`src/rtl/sha256_pkg.sv`:
```
// SHA-256 constants, helper functions and FSM encoding
// shared by the stream core and its round datapath.
package sha256_pkg;

  typedef enum logic [1:0] {
    S_IDLE,
    S_ROUND,
    S_FINAL,
    S_DBL_LOAD
  } state_e;

  localparam logic [31:0] DBL_PAD_HI  = 32'h80000000;
  localparam logic [31:0] DBL_PAD_LEN = 32'h00000100;

  // K[63] holds K0 so the concatenation reads in round order
  localparam logic [63:0][31:0] K = {
    32'h428a2f98, 32'h71374491, 32'hb5c0fbcf, 32'he9b5dba5,
    32'h3956c25b, 32'h59f111f1, 32'h923f82a4, 32'hab1c5ed5,
    32'hd807aa98, 32'h12835b01, 32'h243185be, 32'h550c7dc3,
    32'h72be5d74, 32'h80deb1fe, 32'h9bdc06a7, 32'hc19bf174,
    32'he49b69c1, 32'hefbe4786, 32'h0fc19dc6, 32'h240ca1cc,
    32'h2de92c6f, 32'h4a7484aa, 32'h5cb0a9dc, 32'h76f988da,
    32'h983e5152, 32'ha831c66d, 32'hb00327c8, 32'hbf597fc7,
    32'hc6e00bf3, 32'hd5a79147, 32'h06ca6351, 32'h14292967,
    32'h27b70a85, 32'h2e1b2138, 32'h4d2c6dfc, 32'h53380d13,
    32'h650a7354, 32'h766a0abb, 32'h81c2c92e, 32'h92722c85,
    32'ha2bfe8a1, 32'ha81a664b, 32'hc24b8b70, 32'hc76c51a3,
    32'hd192e819, 32'hd6990624, 32'hf40e3585, 32'h106aa070,
    32'h19a4c116, 32'h1e376c08, 32'h2748774c, 32'h34b0bcb5,
    32'h391c0cb3, 32'h4ed8aa4a, 32'h5b9cca4f, 32'h682e6ff3,
    32'h748f82ee, 32'h78a5636f, 32'h84c87814, 32'h8cc70208,
    32'h90befffa, 32'ha4506ceb, 32'hbef9a3f7, 32'hc67178f2
  };

  // IV[7] is H0 so a 256-bit view matches digest byte order
  localparam logic [7:0][31:0] IV = {
    32'h6a09e667, 32'hbb67ae85, 32'h3c6ef372, 32'ha54ff53a,
    32'h510e527f, 32'h9b05688c, 32'h1f83d9ab, 32'h5be0cd19
  };

  function automatic logic [31:0] k_at(logic [5:0] t);
    return K[6'd63 - t];
  endfunction

  function automatic logic [31:0] rotr(
    logic [31:0] x,
    int          n
  );
    return (x >> n) | (x << (32 - n));
  endfunction

  function automatic logic [31:0] bsig0(logic [31:0] x);
    return rotr(x, 2) ^ rotr(x, 13) ^ rotr(x, 22);
  endfunction

  function automatic logic [31:0] bsig1(logic [31:0] x);
    return rotr(x, 6) ^ rotr(x, 11) ^ rotr(x, 25);
  endfunction

  function automatic logic [31:0] ssig0(logic [31:0] x);
    return rotr(x, 7) ^ rotr(x, 18) ^ (x >> 3);
  endfunction

  function automatic logic [31:0] ssig1(logic [31:0] x);
    return rotr(x, 17) ^ rotr(x, 19) ^ (x >> 10);
  endfunction

  function automatic logic [31:0] ch(
    logic [31:0] e,
    logic [31:0] f,
    logic [31:0] g
  );
    return (e & f) ^ (~e & g);
  endfunction

  function automatic logic [31:0] maj(
    logic [31:0] a,
    logic [31:0] b,
    logic [31:0] c
  );
    return (a & b) ^ (a & c) ^ (b & c);
  endfunction

endpackage

```
`src/rtl/sha256_stream_if.sv`:
```
// Block stream into the core and digest out of it.
// master = padder side, slave = hashing core.
interface sha256_stream_if;
  logic [511:0] blk;
  logic         blk_valid;
  logic         blk_ready;
  logic         blk_first;
  logic         blk_last;
  logic         dbl;
  logic [255:0] hash;
  logic         hash_valid;
  logic         busy;

  modport master (
    output blk, blk_valid, blk_first, blk_last, dbl,
    input  blk_ready, hash, hash_valid, busy
  );

  modport slave (
    input  blk, blk_valid, blk_first, blk_last, dbl,
    output blk_ready, hash, hash_valid, busy
  );
endinterface

```
`src/rtl/sha256_round.sv`:
```
// One combinational SHA-256 compression round.
// Chained UNROLL deep inside the stream core.
module sha256_round
  import sha256_pkg::*;
(
  input  logic [31:0] a_i,
  input  logic [31:0] b_i,
  input  logic [31:0] c_i,
  input  logic [31:0] d_i,
  input  logic [31:0] e_i,
  input  logic [31:0] f_i,
  input  logic [31:0] g_i,
  input  logic [31:0] h_i,
  input  logic [31:0] w_i,
  input  logic [31:0] k_i,
  output logic [31:0] a_o,
  output logic [31:0] b_o,
  output logic [31:0] c_o,
  output logic [31:0] d_o,
  output logic [31:0] e_o,
  output logic [31:0] f_o,
  output logic [31:0] g_o,
  output logic [31:0] h_o
);

  logic [31:0] t1;
  logic [31:0] t2;

  assign t1 = h_i + bsig1(e_i) + ch(e_i, f_i, g_i)
            + k_i + w_i;
  assign t2 = bsig0(a_i) + maj(a_i, b_i, c_i);

  assign a_o = t1 + t2;
  assign b_o = a_i;
  assign c_o = b_i;
  assign d_o = c_i;
  assign e_o = d_i + t1;
  assign f_o = e_i;
  assign g_o = f_i;
  assign h_o = g_i;

endmodule

```
`src/rtl/sha256_stream_core.sv`:
```
// Iterative multi-block SHA-256 with block handshake,
// rounds-per-cycle unroll and optional double hash.
module sha256_stream_core
  import sha256_pkg::*;
#(
  parameter int UNROLL = 1,
  parameter int DBL_EN = 1
) (
  input logic             CLK,
  input logic             nreset,
  sha256_stream_if.slave  s
);

  if (!(UNROLL == 1 || UNROLL == 2 ||
        UNROLL == 4 || UNROLL == 8)) begin : g_bad
    $error("sha256_stream_core: UNROLL must be 1, 2, 4 or 8");
  end

  localparam logic       DBL_ON = (DBL_EN != 0);
  localparam logic [5:0] STEP   = 6'(UNROLL);
  localparam logic [5:0] CNT_END = 6'(64 - UNROLL);

  state_e state_q, state_d;
  logic [5:0]        cnt_q, cnt_d;
  logic [15:0][31:0] w_q, w_d;
  logic [7:0][31:0]  v_q, v_d;
  logic [7:0][31:0]  h_q, h_d;
  logic              last_q, last_d;
  logic              dbl_q, dbl_d;
  logic [255:0]      hash_q, hash_d;
  logic              hv_q, hv_d;
  logic              busy_q, busy_d;

  logic [15:0][31:0] w_rnd;
  logic [7:0][31:0]  v_rnd;
  logic [7:0][31:0]  h_sum;

  // w[15] is the current W_t, w[0] the newest word; v[7] is a
  for (genvar i = 0; i < UNROLL; i++) begin : g_rnd
    logic [7:0][31:0]  vin;
    logic [7:0][31:0]  vout;
    logic [15:0][31:0] win;
    logic [15:0][31:0] wout;
    logic [31:0]       nw;

    if (i == 0) begin : g_head
      assign vin = v_q;
      assign win = w_q;
    end else begin : g_link
      assign vin = g_rnd[i-1].vout;
      assign win = g_rnd[i-1].wout;
    end

    assign nw = ssig1(win[1]) + win[6]
              + ssig0(win[14]) + win[15];
    assign wout = {win[14:0], nw};

    sha256_round u_rnd (
      .a_i (vin[7]),
      .b_i (vin[6]),
      .c_i (vin[5]),
      .d_i (vin[4]),
      .e_i (vin[3]),
      .f_i (vin[2]),
      .g_i (vin[1]),
      .h_i (vin[0]),
      .w_i (win[15]),
      .k_i (k_at(cnt_q + 6'(i))),
      .a_o (vout[7]),
      .b_o (vout[6]),
      .c_o (vout[5]),
      .d_o (vout[4]),
      .e_o (vout[3]),
      .f_o (vout[2]),
      .g_o (vout[1]),
      .h_o (vout[0])
    );
  end

  assign v_rnd = g_rnd[UNROLL-1].vout;
  assign w_rnd = g_rnd[UNROLL-1].wout;

  // chaining value plus working vars, word-wise mod 2^32
  always_comb begin
    h_sum = '0;
    for (int i = 0; i < 8; i++) begin
      h_sum[i] = h_q[i] + v_q[i];
    end
  end

  // next-state and datapath control
  always_comb begin
    state_d = state_q;
    cnt_d   = cnt_q;
    w_d     = w_q;
    v_d     = v_q;
    h_d     = h_q;
    last_d  = last_q;
    dbl_d   = dbl_q;
    hash_d  = hash_q;
    hv_d    = 1'b0;
    busy_d  = busy_q;
    unique case (state_q)
      S_IDLE: begin
        if (s.blk_valid) begin
          w_d     = s.blk;
          last_d  = s.blk_last;
          dbl_d   = s.dbl & DBL_ON;
          cnt_d   = '0;
          state_d = S_ROUND;
          if (s.blk_first) begin
            v_d    = IV;
            h_d    = IV;
            busy_d = 1'b1;
          end else begin
            v_d = h_q;
          end
        end
      end
      S_ROUND: begin
        w_d   = w_rnd;
        v_d   = v_rnd;
        cnt_d = cnt_q + STEP;
        if (cnt_q == CNT_END) begin
          state_d = S_FINAL;
        end
      end
      S_FINAL: begin
        h_d = h_sum;
        if (!last_q) begin
          state_d = S_IDLE;
        end else if (dbl_q) begin
          state_d = S_DBL_LOAD;
        end else begin
          hash_d  = h_sum;
          hv_d    = 1'b1;
          busy_d  = 1'b0;
          state_d = S_IDLE;
        end
      end
      S_DBL_LOAD: begin
        w_d     = {h_q, DBL_PAD_HI, 192'h0, DBL_PAD_LEN};
        v_d     = IV;
        h_d     = IV;
        dbl_d   = 1'b0;
        last_d  = 1'b1;
        cnt_d   = '0;
        state_d = S_ROUND;
      end
      default: state_d = S_IDLE;
    endcase
  end

  // state registers
  always_ff @(posedge CLK or negedge nreset) begin
    if (!nreset) begin
      state_q <= S_IDLE;
      cnt_q   <= '0;
      w_q     <= '0;
      v_q     <= '0;
      h_q     <= IV;
      last_q  <= 1'b0;
      dbl_q   <= 1'b0;
      hash_q  <= '0;
      hv_q    <= 1'b0;
      busy_q  <= 1'b0;
    end else begin
      state_q <= state_d;
      cnt_q   <= cnt_d;
      w_q     <= w_d;
      v_q     <= v_d;
      h_q     <= h_d;
      last_q  <= last_d;
      dbl_q   <= dbl_d;
      hash_q  <= hash_d;
      hv_q    <= hv_d;
      busy_q  <= busy_d;
    end
  end

  assign s.blk_ready  = (state_q == S_IDLE) & nreset;
  assign s.hash       = hash_q;
  assign s.hash_valid = hv_q;
  assign s.busy       = busy_q;

endmodule

```
`src/flat_wrapper.sv`:
```
// flat-port wrapper written by rule: the top's interface ports become plain ports
module sha256_stream_core_flat import sha256_pkg::*;
#(
  parameter int UNROLL = 1,
  parameter int DBL_EN = 1
)
  (CLK, nreset, s_blk, s_blk_valid, s_blk_first, s_blk_last, s_dbl, s_blk_ready, s_hash, s_hash_valid, s_busy);
  sha256_stream_if s_i ();
  input logic CLK;
  input logic nreset;
  input wire logic [$bits(s_i.blk)-1:0] s_blk;
  input wire logic [$bits(s_i.blk_valid)-1:0] s_blk_valid;
  input wire logic [$bits(s_i.blk_first)-1:0] s_blk_first;
  input wire logic [$bits(s_i.blk_last)-1:0] s_blk_last;
  input wire logic [$bits(s_i.dbl)-1:0] s_dbl;
  output wire logic [$bits(s_i.blk_ready)-1:0] s_blk_ready;
  output wire logic [$bits(s_i.hash)-1:0] s_hash;
  output wire logic [$bits(s_i.hash_valid)-1:0] s_hash_valid;
  output wire logic [$bits(s_i.busy)-1:0] s_busy;
  assign s_i.blk = s_blk;
  assign s_i.blk_valid = s_blk_valid;
  assign s_i.blk_first = s_blk_first;
  assign s_i.blk_last = s_blk_last;
  assign s_i.dbl = s_dbl;
  assign s_blk_ready = s_i.blk_ready;
  assign s_hash = s_i.hash;
  assign s_hash_valid = s_i.hash_valid;
  assign s_busy = s_i.busy;
  sha256_stream_core #(.UNROLL(UNROLL), .DBL_EN(DBL_EN)) u_core (.CLK(CLK), .nreset(nreset), .s(s_i));
endmodule
```
`config.mk`:
```
export PLATFORM = sky130hd
export DESIGN_NAME = sha256_stream_core_flat
export DESIGN_NICKNAME = d
export VERILOG_FILES = /design/src/rtl/sha256_pkg.sv /design/src/rtl/sha256_stream_if.sv /design/src/rtl/sha256_round.sv /design/src/rtl/sha256_stream_core.sv /design/src/flat_wrapper.sv
export SDC_FILE = /design/constraint.sdc
export NUM_CORES = 2
export LEC_CHECK = 0
export ABC_AREA = 0
export CORE_ASPECT_RATIO = 0.75
export CORE_MARGIN = 2
export CORE_UTILIZATION = 55
export DETAILED_ROUTE_END_ITERATION = 6
export PLACE_DENSITY = 0.8
export SETUP_SLACK_MARGIN = 0.1
export SYNTH_ARGS = -nofsm -noshare
export SYNTH_HDL_FRONTEND = slang
export SYNTH_SLANG_ARGS = --single-unit
```
`constraint.sdc`:
```
create_clock -name CLK -period 20.4 [get_ports CLK]
set_clock_uncertainty 0.15 [all_clocks]
set_input_delay 4.08 -clock CLK [delete_from_list [all_inputs] [get_ports CLK]]
set_output_delay 4.08 -clock CLK [all_outputs]
set_load 0.05 [all_outputs]
```
==> flow_summary_export.csv <==
group,metric,value,unit
run_status,status,"complete, but fails checks",
run_status,failed_checks,"design-rule violations",
detailed_routing,wl_per_cell,31.3,um
die,core-area,147000,um2
global_routing,grt_overflow,0,
yosys,synth_warnings,0,
yosys,yosysTopAreaCell,"dfrtp_1",
worst_setup_path,critPathMostFrequentCell,"fa_1",
clock_tree,cts-root-buf,"clkbuf_16",
die,die_w,448,um
clock_tree,numClockSinks,1292,
clock_tree,clkTransAtPathRegs,0.08,ns
yosys,ys.flop_type,"dfrtp_1",
worst_setup_path,max_stage_delay,0.91,ns
worst_setup_path,worstPathArrival,11.88,ns
sta,holdWs,0.325,ns
yosys,async_flop_share,1.00,
global_routing,met3_usage,0.172,
final_layout,layout.nets,10672,
detailed_routing,viasPerCell,6.77,
detailed_routing,postRouteAntennaNets,0,
global_routing,busiest_layer,"met2",
clock_tree,clkLatencyLatePin,0.82,ns
global_routing,global_route.usage.met2,0.652,
sta,slew_headroom,0.0968,
yosys,syn_avg_cell_area,8.82,um2
power,p_leak,41.2,nW
yosys,ys_ff_latch,1292,
yosys,synth_cell_type_count,86,
yosys,ys_top_cells_by_area,"dfrtp_1, nor2_1, ha_1",
final_layout,fin_util,0.644,
sta,fmaxAchievable,88.1,MHz
die,core.rowCount,122,
placed_design,gp_congestion,1.06,
detailed_routing,wl,365,mm
worst_setup_path,r2r_setup_slack,9.05,ns
clock_tree,cts-resized-gates,0,
global_routing,grt_pass1_wl,517,mm
die,initial_core_util,0.553,
detailed_routing,route.detailed.drc,6,
worst_setup_path,critPathBufInv,5,
worst_setup_path,timing.rr.start,"u_core.cnt_q[0]",
power,vdd_ir_drop_max,82.6,uV
sta,rsz0062_at_grt,"no",
sta,min_period,11.35,ns
sta,setup_viol,0,
worst_setup_path,cp_slowest_cell,"dfrtp_1",
placed_design,dpl_cell_area,90100,um2
sta,hold_violations,0,
worst_setup_path,endpoint,"u_core.g_rnd[0].vin[255]",
yosys,synth_top_area_share,0.355,
clock_tree,numCtsBuffers,136,
worst_setup_path,worst-path-stages,36,
min_path,hp-class,"flop to flop",
detailed_routing,vias,79034,
placed_design,dpl.hpwl,276,mm
global_routing,antenna_found_initial,29,
final_layout,areaGrowthSynthToFinish,16.4,%
placed_design,io_buffers,776,
worst_setup_path,crit_required,20.93,ns
worst_setup_path,cpLargestDelayFamily,"adder cells",
worst_setup_path,r2r_cells,36,
run,drv_cap,0,
global_routing,grt.total_usage,0.475,
clock_tree,clk_path_buf_depth,3,
detailed_routing,drt_iter0_markers,12065,
worst_setup_path,worstSetupStartpoint,"u_core.cnt_q[0]",
worst_setup_path,worstPathMaxFanout,21,
clock_tree,cts_tree,"done",
final_layout,finalInstanceArea,94800,um2
sta,finalCritPeriodShare,0.556,
die,dieArea,151000,um2
power,p_total,5.41,mW
yosys,syn_nets,10344,
global_routing,grt_pass1_vias,73027,
die,die_height,337,um
global_routing,grtUsageMet1,0.643,
worst_setup_path,setup.worst_path.class,"flop to flop",
global_routing,grt_max_degree,213,
sta,maxSlewViolCount,0,
worst_setup_path,end_kind,"flop",
clock_tree,post_cts_buffers,0,
worst_setup_path,start_kind,"flop",
yosys,yosys-top-cells-count,"nor2_1, dfrtp_1, nand2_1",
yosys,synth_area,81400,um2
clock_tree,ctsHtreeMaxLevel,4,
sta,worst_slew_pin_slew,1.34,ns
final_layout,final_layout_size_suffix_gt1_frac,0.0554,
yosys,seq_area_frac_synth,0.399,
detailed_routing,first_pass_iters,7,
power,power_density,57.0,nW/um2
die,num_io_pins,777,
worst_setup_path,r2r-end,"u_core.g_rnd[0].vin[255]",
clock_tree,cts_hold_buf,0,
yosys,synth_cells,9237,
min_path,min_from,"u_core.s.hash[225]",
yosys,yosysMostFrequentCell,"nor2_1",
yosys,synth_edf_count,0,
sta,setup_tns,0,ns
layout by cell type, fill, tap and decap left out, types with 14 or more instances in the layout:
cell type	synthesis	routed
o22a_1	112	112
fa_1	195	195
nand2b_1	64	64
o22ai_1	30	30
a31oi_1	299	299
dfstp_2	136	136
nand3_1	72	71
inv_1	334	333
a21oi_1	539	539
nand4_1	26	26
a211oi_1	57	57
a221oi_1	364	364
and3_1	39	39
clkbuf_1	661	28
buf_4	0	102
clkinv_2	0	25
o21a_1	49	48
xnor2_1	380	380
o211ai_1	22	22
o31ai_1	18	18
o21bai_1	51	51
nor2_1	1393	1390
a22o_1	18	18
nor3_1	171	171
o21ai_0	728	728
mux2i_1	33	33
nor2b_1	32	32
dfrtp_1	1156	1153
clkbuf_16	0	141
nand2_1	902	900
xor2_1	221	221
clkbuf_8	0	27
ha_1	394	391
clkdlybuf4s50_1	0	774
or2_2	14	14
a21o_1	184	184
or3_1	30	30
a22oi_1	256	256
power by group:
group	total (mW)	internal (mW)	switching, mW
registers	2.56	2.56	0
clock network	2.67	1.51	1.16
logic	0.171	0.0903	0.0807
area by class of cell:
type | instances | area (um2)
diodes | 13 | 32.5
clock buffers | 196 | 4010
clock inverters | 57 | 717
fillers | 12278 | 52500
inverters | 337 | 1270
multi-input cells | 6918 | 45200
flip-flops and latches | 1292 | 32500
well taps | 1984 | 2480
repair buffers | 880 | 8600
cells by family after synthesis:
family	count (synthesis)	share of synthesized area
xor gates and xnor gates	601	0.0646
AOI/OAI and AO/OA	2890	0.233
and+or+nand+nor	2793	0.141
adders and majority gates	592	0.109
muxes	42	0.00572
buffers and inverters	1027	0.0473
DFF	1292	0.399
layer usage:
layer,routed length [um],part of all wire
met1,139000,0.38
met2,147000,0.40
met3,53300,0.15
met4,25000,0.069
met5,378,0.0010
how the worst min path moves through the flow:
stage                         endpoint  slack [ns]  cells past startpoint
6_report            u_core.s.hash[225]        0.32                      2
5_1_grt               u_core.s.hash[0]        0.34                      2
3_5_place_dp          u_core.s.hash[0]        0.31                      2
3_3_place_gp        u_core.s.hash[100]        0.31                      2
2_1_floorplan  u_core.g_rnd[0].win[10]        0.30                      2
4_1_cts               u_core.s.hash[0]        0.33                      2
worst min-delay path, cell delays in order, from the launching register on:
cell     delay (ns)
dfrtp_1        0.34
nand2_1        0.05
nand2_1        0.05
metrics by stage:
| step | instances | setup WS (ns) |
|---|---|---|
| 6_report | 11677 | 9.05 |
| 5_1_grt | 11666 | 8.70 |
| 4_1_cts | 11664 | 9.51 |
| 3_5_place_dp | 11411 | 9.58 |
| 3_3_place_gp | 11411 | 9.69 |
| 2_1_floorplan | 9237 | 11.68 |
flip-flops by register name, indices dropped and copies added (netlist names):
| signal | cells |
|---|---|
| u_core.g_rnd.vin | 256 |
| u_core.g_rnd.win | 512 |
| u_core.state_q | 2 |
| u_core.s.hash | 256 |
| u_core.h_q | 256 |
| u_core.s.busy | 1 |
| u_core.last_q | 1 |
| u_core.s.hash_valid | 1 |
| u_core.dbl_q | 1 |
| u_core.cnt_q | 6 |
No activity file was read; power rests on OpenSTA's default activity.
